## config.mk

```make
export PLATFORM = sky130hd
export DESIGN_NAME = word_select_controller
export DESIGN_NICKNAME = d
export VERILOG_FILES = /design/src/rtl/word_select_controller.sv
export SDC_FILE = /design/constraint.sdc
export NUM_CORES = 1
export LEC_CHECK = 0
export BUFFER_PORTS_ARGS = -buffer_cell sky130_fd_sc_hd__buf_2
export CAP_MARGIN = 15
export CORE_MARGIN = 2
export CORE_UTILIZATION = 35
export DETAILED_ROUTE_END_ITERATION = 8
export SLEW_MARGIN = 25
export SYNTH_ARGS = -nofsm -noshare
export SYNTH_HDL_FRONTEND = slang
export SYNTH_SLANG_ARGS = --single-unit
```

## constraint.sdc

```tcl
create_clock -name i_clk -period 2.89 [get_ports i_clk]
set_input_delay 0.4335 -clock i_clk [delete_from_list [all_inputs] [get_ports i_clk]]
set_output_delay 0.4335 -clock i_clk [all_outputs]
set_load 0.01 [all_outputs]
```

## src/rtl/word_select_controller.sv

```systemverilog
`timescale 1ns/1ps
// word_select_controller: drives the LFSR RNG to choose a secret word index that
// has not yet been played in this session, then fetches that word from the ROM.
// A used-index bitmap prevents repeats. After MAX_RETRY rejected RNG draws, a
// linear probe takes over. The probe always finds a free index because a full
// bitmap is cleared before a new pick starts.
module word_select_controller #(
  parameter int unsigned NUM_WORDS   = 100,
  parameter int unsigned WORD_W      = 40,
  parameter int unsigned ROM_LATENCY = 1,
  parameter int unsigned MAX_RETRY   = 4
) (
  input  logic              i_clk,
  input  logic              i_reset_n,
  input  logic              i_new_game,
  input  logic              i_word_ack,
  input  logic              i_clear_history,
  output logic              o_rng_step,
  input  logic [6:0]        i_rng_value,
  output logic [6:0]        o_rom_addr,
  input  logic [WORD_W-1:0] i_rom_data,
  output logic [WORD_W-1:0] o_word,
  output logic [6:0]        o_word_index,
  output logic              o_word_valid,
  output logic              o_busy,
  output logic              o_exhausted,
  output logic [6:0]        o_used_count
);

  localparam int unsigned IDX_W   = 7;
  localparam int unsigned MAP_W   = 1 << IDX_W;
  localparam int unsigned RETRY_W = (MAX_RETRY > 1) ? $clog2(MAX_RETRY) : 1;
  localparam int unsigned FETCH_W = (ROM_LATENCY > 1) ? $clog2(ROM_LATENCY) : 1;

  typedef enum logic [2:0] {
    S_IDLE   = 3'd0,
    S_STEP   = 3'd1,
    S_SETTLE = 3'd2,
    S_CHECK  = 3'd3,
    S_PROBE  = 3'd4,
    S_FETCH  = 3'd5,
    S_DONE   = 3'd6
  } state_t;

  state_t             r_state;
  logic [MAP_W-1:0]   r_used;
  logic [IDX_W-1:0]   r_used_count;
  logic [RETRY_W-1:0] r_retry;
  logic [FETCH_W-1:0] r_fetch_cnt;
  logic [IDX_W-1:0]   r_probe;
  logic [IDX_W-1:0]   r_rom_addr;
  logic [WORD_W-1:0]  r_word;
  logic [IDX_W-1:0]   r_word_index;
  logic               r_word_valid;
  logic               r_rng_step;
  logic               r_busy;
  logic               r_exhausted;

  logic [IDX_W-1:0]   w_idx;
  logic               w_idx_ok;
  logic               w_check_accept;
  logic               w_probe_accept;
  logic [IDX_W-1:0]   w_probe_start;
  logic [IDX_W-1:0]   w_probe_next;

  // Candidate index from the RNG, and the linear-probe start and advance indices.
  always_comb begin
    w_idx          = i_rng_value - IDX_W'(1);
    w_idx_ok       = (w_idx < IDX_W'(NUM_WORDS));
    w_check_accept = w_idx_ok && !r_used[w_idx];
    w_probe_accept = !r_used[r_probe];
    w_probe_start  = '0;
    if (w_idx_ok && (w_idx != IDX_W'(NUM_WORDS - 1))) begin
      w_probe_start = w_idx + IDX_W'(1);
    end
    w_probe_next = '0;
    if (r_probe != IDX_W'(NUM_WORDS - 1)) begin
      w_probe_next = r_probe + IDX_W'(1);
    end
  end

  // Selection FSM, bitmap bookkeeping and all registered outputs.
  always_ff @(posedge i_clk or negedge i_reset_n) begin
    if (!i_reset_n) begin
      r_state      <= S_IDLE;
      r_used       <= '0;
      r_used_count <= '0;
      r_retry      <= '0;
      r_fetch_cnt  <= '0;
      r_probe      <= '0;
      r_rom_addr   <= '0;
      r_word       <= '0;
      r_word_index <= '0;
      r_word_valid <= 1'b0;
      r_rng_step   <= 1'b0;
      r_busy       <= 1'b0;
      r_exhausted  <= 1'b0;
    end else begin
      r_rng_step  <= 1'b0;
      r_exhausted <= 1'b0;
      case (r_state)
        S_IDLE: begin
          if (i_clear_history) begin
            r_used       <= '0;
            r_used_count <= '0;
          end else if (i_new_game) begin
            r_state    <= S_STEP;
            r_retry    <= '0;
            r_rng_step <= 1'b1;
            r_busy     <= 1'b1;
            // Every word has been played: start a fresh session.
            if (r_used_count == IDX_W'(NUM_WORDS)) begin
              r_used       <= '0;
              r_used_count <= '0;
              r_exhausted  <= 1'b1;
            end
          end
        end
        S_STEP: begin
          r_state <= S_SETTLE;
        end
        S_SETTLE: begin
          r_state <= S_CHECK;
        end
        S_CHECK: begin
          if (w_check_accept) begin
            r_used[w_idx] <= 1'b1;
            r_used_count  <= r_used_count + IDX_W'(1);
            r_rom_addr    <= w_idx;
            r_fetch_cnt   <= '0;
            r_state       <= S_FETCH;
          end else if (r_retry < RETRY_W'(MAX_RETRY - 1)) begin
            r_retry    <= r_retry + RETRY_W'(1);
            r_rng_step <= 1'b1;
            r_state    <= S_STEP;
          end else begin
            r_probe <= w_probe_start;
            r_state <= S_PROBE;
          end
        end
        S_PROBE: begin
          if (w_probe_accept) begin
            r_used[r_probe] <= 1'b1;
            r_used_count    <= r_used_count + IDX_W'(1);
            r_rom_addr      <= r_probe;
            r_fetch_cnt     <= '0;
            r_state         <= S_FETCH;
          end else begin
            r_probe <= w_probe_next;
          end
        end
        S_FETCH: begin
          if (r_fetch_cnt == FETCH_W'(ROM_LATENCY - 1)) begin
            r_word       <= i_rom_data;
            r_word_index <= r_rom_addr;
            r_word_valid <= 1'b1;
            r_state      <= S_DONE;
          end else begin
            r_fetch_cnt <= r_fetch_cnt + FETCH_W'(1);
          end
        end
        S_DONE: begin
          if (i_word_ack) begin
            r_word_valid <= 1'b0;
            r_busy       <= 1'b0;
            r_state      <= S_IDLE;
          end
        end
        default: begin
          r_state <= S_IDLE;
          r_busy  <= 1'b0;
        end
      endcase
    end
  end

  assign o_rng_step   = r_rng_step;
  assign o_rom_addr   = r_rom_addr;
  assign o_word       = r_word;
  assign o_word_index = r_word_index;
  assign o_word_valid = r_word_valid;
  assign o_busy       = r_busy;
  assign o_exhausted  = r_exhausted;
  assign o_used_count = r_used_count;

endmodule

```

==> flow_metrics.py, run 1 <==
metrics = {
    "global_routing": {
        "grt_max_degree": 129,
        "grt_pass1_wl_um": 63310,
        "track_usage_pct": 22.71,
        "antenna_found_initial": 0,
        "grt_pass1_vias": 10780,
        "grt-ovfl-total": 0,
    },
    "min_path": {
        "hp-class": "in2reg",
    },
    "detailed_routing": {
        "drtIter0Drc": 1368,
        "drc": 0,
        "via_count": 11040,
        "vias_per_cell": 5.856,
        "routed_wl_um": 41060,
        "first_pass_iters": 5,
        "wl_per_cell_um": 21.78,
        "postRouteAntennaNets": 0,
    },
    "yosys": {
        "synth_top_area_share_pct": 43.96,
        "syn_nets": 1230,
        "netlist_area_mm2": 0.01167,
        "syn_inst": 1173,
        "seq_area_frac_synth_pct": 43.96,
        "yosys.area.top_type": "dfrtp_1",
        "ys_ff_latch": 205,
        "syn-mean-instance-area_um2": 9.948,
        "synthArstFlopShare_pct": 100.0,
        "synth_edf_count": 0,
        "synth.area.top_cells": "dfrtp_1 44%, o22ai_1 6.9%, mux4_2 6.2%",
        "ys.flop_type": "dfrtp_1",
        "synth.distinct_cells": 64,
        "synth_warnings": 0,
    },
    "timing": {
        "clock.fmax_ghz": 0.3201,
        "drv_slew": 0,
        "hold_ws_ps": 156.9,
        "fin_crit_ps": 3124,
        "setup_violations": 149,
        "skew_ps": 34.66,
        "hold_viol": 0,
        "fin_ws_ps": -234.3,
        "worst_pin_slew_ps": 816.5,
        "rsz0062_at_grt": "yes",
        "final.period_utilization_pct": 108.1,
        "max_slew_margin_pct": 44.99,
    },
    "critical_path": {
        "cp-end-kind": "flop",
        "crit_fanout": 7,
        "arrival_ps": 3510,
        "path_class": "reg2reg",
        "crit_required_ps": 3270,
        "start_kind": "flop",
    },
    "clock_tree": {
        "clock_path_buffers": 3,
        "cts_buffers": 23,
        "cts_root_buf": "clkbuf_16",
        "htree_levels": 1,
        "clkSinkCount": 205,
        "cts_tree": "yes",
        "clock_latency_ps": 530,
        "clkTransAtPathRegs_ps": 60,
    },
    "placement": {
        "post-place-cells": 1822,
        "globalplace.congestion": 0.8904,
        "dp_hpwl_um": 27480,
        "io_buffers": 116,
    },
    "die": {
        "die_w_um": 186.6,
        "start_util_pct": 35.68,
        "io_pins": 117,
        "die_h_um": 186.6,
        "dieArea_mm2": 0.03482,
        "coreArea_mm2": 0.03270,
        "rows": 66,
    },
    "flow_run": {
        "maxCapViolCount": 0,
    },
    "power": {
        "power_density_mw_per_mm2": 928.9,
        "p_leak_nw": 6.867,
        "ir_worst_vdd_v": 0.0008045,
        "p_total_mw": 14.54,
    },
    "finish": {
        "nNetsFinal": 1486,
        "antenna_cells": 0,
        "fillCellCount": 3039,
        "drive_gt1_share_pct": 42.20,
        "area_growth_pct": 34.16,
        "fin_cells": 1885,
    },
    "run_status": {
        "violations": "negative setup slack",
        "outcome": "finished, violations left",
    },
}
==> report_power, final <==
group          total (mW)  leakage, nW  internal (mW)  switching (mW)
clock network        3.01        0.373           1.82            1.18
logic                7.50         3.78           3.24            4.27
registers            4.03         2.71           3.51           0.523
total                14.5         6.87           8.57            5.97
==> through the flow <==
step	instance area [um^2]	setup TNS (ps)	setup WS, ps	util (%)
4_1_cts	15230	-18580	-170.4	46.58
5_1_grt	15660	-35400	-303.5	47.87
3_3_place_gp	14150	-66910	-492.7	43.27
3_5_place_dp	14150	-67240	-491.3	43.27
6_report	15660	-24740	-234.3	47.87
2_1_floorplan	11920	-27330	-241.9	-
==> logic make-up after synthesis <==
kind of cell | synth area share, %
AO/OA/AOI/OAI | 21.41
AND/OR/NAND/NOR | 12.99
flip-flops | 43.96
multiplexers | 15.52
buffers and inverters | 4.546
XOR/XNOR | 1.040
adder cells (fa/ha/maj) | 0.5361
==> placed cells by master, fill, tap and decap left out, types with 18 or more instances in the layout <==
cell       instances
buf_4            162
clkbuf_16         25
nand3_1           41
mux2i_1           53
dfrtp_1          202
buf_12            29
buf_2            115
o22ai_1          128
mux2_2            46
nand2_1           75
mux4_2            32
a21oi_1           18
nor2_1           155
o21ai_0           19
a21oi_2          116
==> Yosys cell counts, drive strengths merged, types with 4 or more instances <==
cell,number
inv,13
nor4,4
mux2,47
nand2b,6
o22ai,128
nor2,161
a21oi,139
nand4,10
a2111oi,4
nand3,44
dfrtp,205
mux2i,56
a32oi,4
and3,4
nor3,4
clkbuf,62
or3,5
a22oi,15
a31oi,5
a22o,5
o21ai,36
buf,35
nor2b,15
o32ai,5
nand2,75
ha,5
xnor2,10
a211o,4
mux4,32
==> what timing repair did <==
item	in CTS	in global routing
setup buffers	8	13
cloned	5	4
endpoints found under the setup margin	149	153
gates resized for setup	34	86
hold buffers	1	0
endpoints found under the hold margin	64	0
pin swaps	9	20
==> worst max-delay path, stage by stage, from the launching register on <==
cell,delay (ps)
dfrtp_2,410
buf_12,150
buf_8,130
mux4_2,350
nand3_2,100
a31oi_4,240
o41ai_2,110
o211ai_1,430
nor2_2,90
buf_6,150
a211o_4,300
buf_4,170
clkbuf_16,170
a21oi_2,130
nor2_1,50
==> state kept, by name, summed over array words and instances (netlist names) <==
name	flops
o_word_valid	1
o_used_count	7
o_busy	1
o_rng_step	1
r_retry	2
r_probe	7
r_state	3
r_used	128
o_exhausted	1
o_word	40
o_rom_addr	7
o_word_index	7
==> worst paths after layout <==
path                                             startpoint                          end  slack [ps]  cells after the start
worst min register to register  o_word_index[3]$_DFFE_PN0P_  o_word_index[3]$_DFFE_PN0P_         480                      2
max in group asynchronous                         i_reset_n       r_used[45]$_DFFE_PN0P_        1650                      3
worst max register to register       r_probe[2]$_DFFE_PN0P_       r_used[16]$_DFFE_PN0P_        -230                     14
worst min-delay path                          i_rom_data[3]        o_word[3]$_DFFE_PN0P_         160                      2
min in group asynchronous                         i_reset_n      r_used[103]$_DFFE_PN0P_         530                      2
worst max-delay path                 r_probe[2]$_DFFE_PN0P_       r_used[16]$_DFFE_PN0P_        -230                     14
==> area by class of cell <==
class,instances,area [um^2],area share (%)
Multi-Input combinational cell,859,6492,41.47
Inverter,13,53.80,0.3437
Sequential cell,205,5134,32.79
Clock inverter,6,105.1,0.6714
Timing Repair Buffer,327,2664,17.02
Tap cell,442,553.0,3.533
Clock buffer,33,653.1,4.172
==> layer usage <==
metal  vias to the layer above  part of all wire [%]  global-route usage [%]
met2                       601                    44                   34.86
li1                       4887                     -                       -
met3                       130                   9.9                   4.834
met1                      5421                    42                   31.64
met4                         0                   3.7                   8.303
met5                         -                     0                       0
Power figures use the tool's default switching activity.
==> run 2, diff against run 1 <==
Settings changed: BUFFER_PORTS_ARGS -buffer_cell sky130_fd_sc_hd__buf_2 to default, CAP_MARGIN 15 to 10, CORE_UTILIZATION 35 to 55, DONT_BUFFER_PORTS from default to 1, PLACE_DENSITY from default to 0.73.
==> run 2 against run 1 <==
Against the previous run:
- the run ends with negative hold slack, negative setup slack left
- cell count is 17% lower
- critical path depth stayed put
- worst setup slack worse by 100 ps
- via count is 2.4% lower
- register-to-register slack worse by 100 ps
- critical endpoint is now r_used[40]$_DFFE_PN0P_
==> flow_metrics.py, run 2 (synthesized netlist as in run 1, its figures left out) <==
metrics = {
    "run_status": {
        "outcome": "finished, violations left",
        "violations": "negative hold slack, negative setup slack",
    },
    "power": {
        "p_clk_share_pct": 20.3,
        "ir_worst_vdd_v": 0.0008139,
        "power.switching_mw": 5.838,
        "p_comb_share_pct": 49.1,
        "p_int_mw": 8.335,
        "p_leak_nw": 6.110,
        "seqPwrFrac_pct": 30.6,
        "power_density_mw_per_mm2": 992.8,
        "p_total_mw": 14.17,
        "p_sw_share_pct": 41.19,
    },
    "detailed_routing": {
        "postRouteAntennaNets": 0,
        "met1_length_um": 14080,
        "wl_per_cell_um": 24.72,
        "routed_wl_um": 38590,
        "drtIter0Drc": 1331,
        "vias_per_cell": 6.901,
        "first_pass_iters": 5,
        "top_layer_used": "met4",
        "wl_met3_um": 5014,
        "via_count": 10770,
        "wl_met2_um": 17350,
        "drc": 0,
    },
    "clock_tree": {
        "clock_latency_ps": 530,
        "cts_tree": "yes",
        "clock_path_buffers": 3,
        "clkSinkCount": 205,
        "clkTransAtPathRegs_ps": 70,
        "cts_buffers": 22,
        "cts_root_buf": "clkbuf_16",
        "htree_levels": 1,
    },
    "critical_path": {
        "cp-end-kind": "flop",
        "crit_chain": "buf_6, buf_4, mux4_2, mux2i_1, nor3b_2, o41ai_2, buf_4, o211ai_1, nor2_2, a211o_4, buf_4, buf_12, a21oi_1, nor2_1",
        "crit_required_ps": 3340,
        "crit_slowest_cell": "dfrtp_2",
        "start_kind": "flop",
        "crit_fanout": 15,
        "path_class": "reg2reg",
        "path_common_cell": "buf_4",
        "arrival_ps": 3680,
        "cpPeakStageDelay_ps": 480,
    },
    "finish": {
        "layout_commonest_cell": "dfrtp_1",
        "design_area_mm2": 0.01428,
        "antenna_cells": 0,
        "nNetsFinal": 1327,
        "layout_common_cells": "202 x dfrtp_1, 158 x nor2_1, 135 x buf_4",
        "area_growth_pct": 22.35,
        "largest_reg_flops": 128,
        "drive_gt1_share_pct": 33.51,
        "max_flop_register": "r_used",
    },
    "global_routing": {
        "grt_pass1_wl_um": 56560,
        "grt-ovfl-total": 0,
        "track_usage_pct": 32.29,
        "grt_max_degree": 206,
        "grt_pass1_vias": 10300,
        "antenna_found_initial": 0,
    },
    "timing": {
        "clock.fmax_ghz": 0.3098,
        "worst_pin_slew_ps": 727.4,
        "final.period_utilization_pct": 111.7,
        "hold_ws_ps": -395.4,
        "hold_viol": 205,
        "setup_violations": 149,
        "max_slew_margin_pct": 51.37,
        "rsz0062_at_grt": "yes",
        "fin_crit_ps": 3228,
        "fin_ws_ps": -337.5,
        "drv_slew": 0,
        "skew_ps": 13.61,
    },
    "placement": {
        "globalplace.congestion": 0.9890,
        "postPlaceCellArea_mm2": 0.01286,
        "dp_slack_ps": -381.1,
        "dp_hpwl_um": 23780,
        "io_buffers": 0,
    },
    "die": {
        "die_w_um": 149.7,
        "io_pins": 117,
        "coreArea_mm2": 0.02089,
        "die_h_um": 149.7,
        "start_util_pct": 55.86,
        "rows": 53,
        "dieArea_mm2": 0.02240,
    },
    "flow_run": {
        "maxCapViolCount": 0,
    },
    "min_path": {
        "hp-class": "in2async",
    },
}
run 2: cell types whose count changed in the layout (fill, tap and decap cells not counted), moves of 3 or more:
cell and delta:
a21oi_2 -14, buf_8 -5, nor2_1 +3, clkbuf_1 -4, a21oi_1 +14, buf_12 -18
buf_2 -115, buf_4 -27, clkbuf_8 -3, clkinvlp_4 +3, buf_16 +5, mux2i_1 +3
run 2: per-layer routing:
layer  GRT usage [%]  vias to the layer above
met5               0                        -
met4           14.86                        0
met3           8.232                      181
met2           50.44                      826
met1           42.52                     5215
li1                -                     4550
run 2: critical path, delay by kind of cell (launching register included):
| family | cells | cell delay, ps |
|---|---|---|
| AOI/OAI and AO/OA | 4 | 960 |
| and+or+nand+nor | 3 | 400 |
| muxes | 2 | 520 |
| buffers and inverters | 5 | 800 |
| DFF | 1 | 480 |
run 2: through the flow:
| step | setup TNS, ps | cells | hold slack [ps] | utilization (%) |
|---|---|---|---|---|
| 2_1_floorplan | -27330 | 1173 | 137.9 | - |
| 3_3_place_gp | -43170 | 1495 | 141.7 | 61.56 |
| 3_5_place_dp | -49180 | 1495 | 142.6 | 61.56 |
| 4_1_cts | -18560 | 1550 | -401.3 | 66.25 |
| 5_1_grt | -46630 | 1561 | -409.7 | 68.34 |
| 6_report | -39980 | 1561 | -395.4 | 68.34 |
run 2: what timing repair did:
| action | CTS | global route |
|---|---|---|
| resized for setup | 28 | 55 |
| cloned | 2 | 8 |
| setup buffers | 13 | 4 |
| pin swaps | 5 | 5 |
| hold endpoints to repair | 205 | 205 |
| endpoints found under the setup margin | 150 | 150 |
run 2: power groups by stage:
stage / registers [mW] / clock network, mW / logic, mW
after detailed placement: 4.37 / 0 / 4.98
after CTS: 4.32 / 2.89 / 5.67
after floorplan: 4.08 / 0 / 3.82
after global routing: 4.42 / 3.03 / 7.21
final: 4.34 / 2.88 / 6.96
after global placement: 4.34 / 0 / 4.90
run 2: layout make-up:
cell class	instances	area, um^2
fill	1527	6613
inverter	13	53.80
clock buffer	26	585.6
timing repair buffer	170	1662
tap	275	344.1
sequential	205	5134
clock inverter	14	150.1
multi-input combinational	858	6347
run 2: path summary, 6_finish.rpt:
path | start | to | slack, ps | cells past startpoint
max in group asynchronous | i_reset_n | r_used[65]$_DFFE_PN0P_ | 2960 | 0
min reg2reg | r_used[119]$_DFFE_PN0P_ | r_used[119]$_DFFE_PN0P_ | 500 | 2
min | i_reset_n | o_used_count[3]$_DFFE_PN0P_ | -400 | 0
max | r_probe[0]$_DFFE_PN0P_ | r_used[40]$_DFFE_PN0P_ | -340 | 14
min in group i_clk | i_rom_data[8] | o_word[8]$_DFFE_PN0P_ | 50 | 1
max reg2reg | r_probe[0]$_DFFE_PN0P_ | r_used[40]$_DFFE_PN0P_ | -340 | 14
==> run 3, diff against run 2 <==
--- a/config.mk
+++ b/config.mk
@@ -11,5 +11,5 @@
 export DETAILED_ROUTE_END_ITERATION = 8
 export DONT_BUFFER_PORTS = 1
-export PLACE_DENSITY = 0.73
+export PLACE_DENSITY = 0.7
 export SLEW_MARGIN = 25
 export SYNTH_ARGS = -nofsm -noshare
==> constraint.sdc (replaced) <==
create_clock -name i_clk -period 3.7 [get_ports i_clk]
set_input_delay 0.555 -clock i_clk [delete_from_list [all_inputs] [get_ports i_clk]]
set_output_delay 0.555 -clock i_clk [all_outputs]
set_load 0.1 [all_outputs]
==> run 3 against run 2 <==
Against the previous run:
- the flow finishes with violations (negative hold slack)
- die area is the same
- wire length fell by 8.9%
- clock-buffer cell count grew 5
- sequential cell count stayed put
- sequential share of layout area increased by 3.8 points
- via count decreased by 7.2%
- combinational power shrank 46%
- clock power is 22% lower
- clock skew is 0.85 ps lower
- register-to-register slack better by 800 ps
- total power shrank 19%
==> flow_metrics.py, run 3 (synthesized netlist as in run 1, its figures left out) <==
metrics = {
    "global_routing": {
        "grt-ovfl-total": 0,
        "grt_pass1_wl_um": 54630,
        "track_usage_pct": 31.33,
        "antenna_found_initial": 0,
        "grt_pass1_vias": 9752,
        "grt_max_degree": 206,
    },
    "clock_tree": {
        "clkTransAtPathRegs_ps": 70,
        "clock_path_buffers": 3,
        "clkSinkCount": 205,
        "cts_tree": "yes",
        "clock_latency_ps": 510,
        "cts_buffers": 22,
        "cts_root_buf": "clkbuf_16",
        "htree_levels": 1,
    },
    "die": {
        "dieArea_mm2": 0.02240,
        "coreArea_mm2": 0.02089,
        "die_h_um": 149.7,
        "start_util_pct": 55.86,
        "rows": 53,
        "io_pins": 117,
        "die_w_um": 149.7,
    },
    "critical_path": {
        "arrival_ps": 3660,
        "path_class": "reg2reg",
        "cp-end-kind": "flop",
        "crit_required_ps": 4130,
        "crit_fanout": 58,
        "start_kind": "flop",
    },
    "detailed_routing": {
        "wl_per_cell_um": 24.13,
        "first_pass_iters": 6,
        "vias_per_cell": 6.861,
        "drc": 0,
        "drtIter0Drc": 1408,
        "via_count": 9997,
        "routed_wl_um": 35150,
        "postRouteAntennaNets": 0,
    },
    "finish": {
        "drive_gt1_share_pct": 23.10,
        "antenna_cells": 0,
        "layout_common_cells": "203 x dfrtp_1, 159 x nor2_1, 128 x o22ai_1",
        "nNetsFinal": 1223,
        "layout_commonest_cell": "dfrtp_1",
        "max_flop_register": "r_used",
        "area_growth_pct": 10.63,
        "largest_reg_flops": 128,
    },
    "timing": {
        "setup_violations": 0,
        "hold_viol": 205,
        "clock.fmax_ghz": 0.3093,
        "drv_slew": 0,
        "setup_tns_ps": 0,
        "skew_ps": 12.76,
        "rsz0062_at_grt": "no",
        "final.period_utilization_pct": 87.38,
        "hold_ws_ps": -260.0,
        "fin_crit_ps": 3233,
        "worst_pin_slew_ps": 969.2,
        "max_slew_margin_pct": 35.39,
    },
    "min_path": {
        "hp-class": "in2async",
    },
    "run_status": {
        "outcome": "finished, violations left",
        "violations": "negative hold slack",
    },
    "flow_run": {
        "maxCapViolCount": 0,
    },
    "placement": {
        "globalplace.congestion": 1.009,
        "io_buffers": 0,
        "dp_hpwl_um": 22800,
    },
    "power": {
        "ir_worst_vdd_v": 0.0006747,
        "p_leak_nw": 5.434,
        "power_density_mw_per_mm2": 887.8,
    },
}
[run 3: cell count changes in the layout (fill, tap and decap cells not counted), moves of 4 or more]
cell | previous run | this run
a21oi_1 | 32 | 62
a21oi_2 | 102 | 77
a21oi_4 | 5 | 0
buf_16 | 5 | 0
buf_4 | 135 | 57
buf_6 | 12 | 0
clkbuf_16 | 27 | 23
o21ai_0 | 20 | 34
o21ai_1 | 12 | 1
[run 3: power breakdown]
group / switching, mW / internal, mW
clock network: 0.907 / 1.34
registers: 2.80 / 2.69
logic: 2.41 / 1.32
total: 6.11 / 5.35
[run 3: cell type report]
type / instances / area, um^2
inverter: 13 / 48.80
clock inverter: 9 / 100.1
timing repair buffer: 66 / 608.1
tap: 275 / 344.1
multi-input combinational: 858 / 6040
fill: 1725 / 7980
sequential: 205 / 5132
clock buffer: 31 / 635.6
[run 3: what timing repair did]
action / CTS / global route
gates resized for setup: 0 / 0
buffers inserted: 0 / 0
hold endpoints to repair: 205 / 205
[run 3: worst paths after layout]
kind                                   startpoint                     end  slack, ps  depth (start not counted)
setup reg to reg           r_probe[2]$_DFFE_PN0P_  r_used[52]$_DFFE_PN0P_        470                         11
min in group i_clk                 i_rom_data[19]  o_word[19]$_DFFE_PN0P_        190                          1
hold reg to reg            r_retry[0]$_DFFE_PN0P_  r_retry[0]$_DFFE_PN0P_        490                          1
setup / recovery           r_probe[2]$_DFFE_PN0P_  r_used[52]$_DFFE_PN0P_        470                         11
hold / removal                          i_reset_n  o_word[36]$_DFFE_PN0P_       -260                          0
max in group asynchronous               i_reset_n  r_used[33]$_DFFE_PN0P_       3730                          0
[run 3: routing by layer]
metal,share of wire [%],global-route usage (%)
met2,45,47.89
met3,12,7.744
met5,0,0
met1,38,41.95
met4,4.9,15.24
[run 3: worst max-delay path: stages (launching register included)]
cell	delay [ps]
dfrtp_2	410
buf_12	230
mux4_2	520
nor2b_1	140
a211o_1	310
a22oi_1	230
o211ai_1	250
nor2_1	240
a211o_4	200
buf_12	300
a21oi_1	120
nor2_1	110
[run 3: metrics by stage]
step / power (mW) / setup slack [ps] / cells / instance area [um^2] / util, %
after global routing: 11.89 / 332.2 / 1457 / 12910 / 61.80
after CTS: 11.42 / 534.3 / 1457 / 12910 / 61.80
after global placement: 9.115 / 64.86 / 1417 / 12170 / 58.24
final: 11.46 / 467.0 / 1457 / 12910 / 61.80
after floorplan: 8.154 / 35.04 / 1173 / 11670 / -
after detailed placement: 9.186 / 72.47 / 1417 / 12170 / 58.27
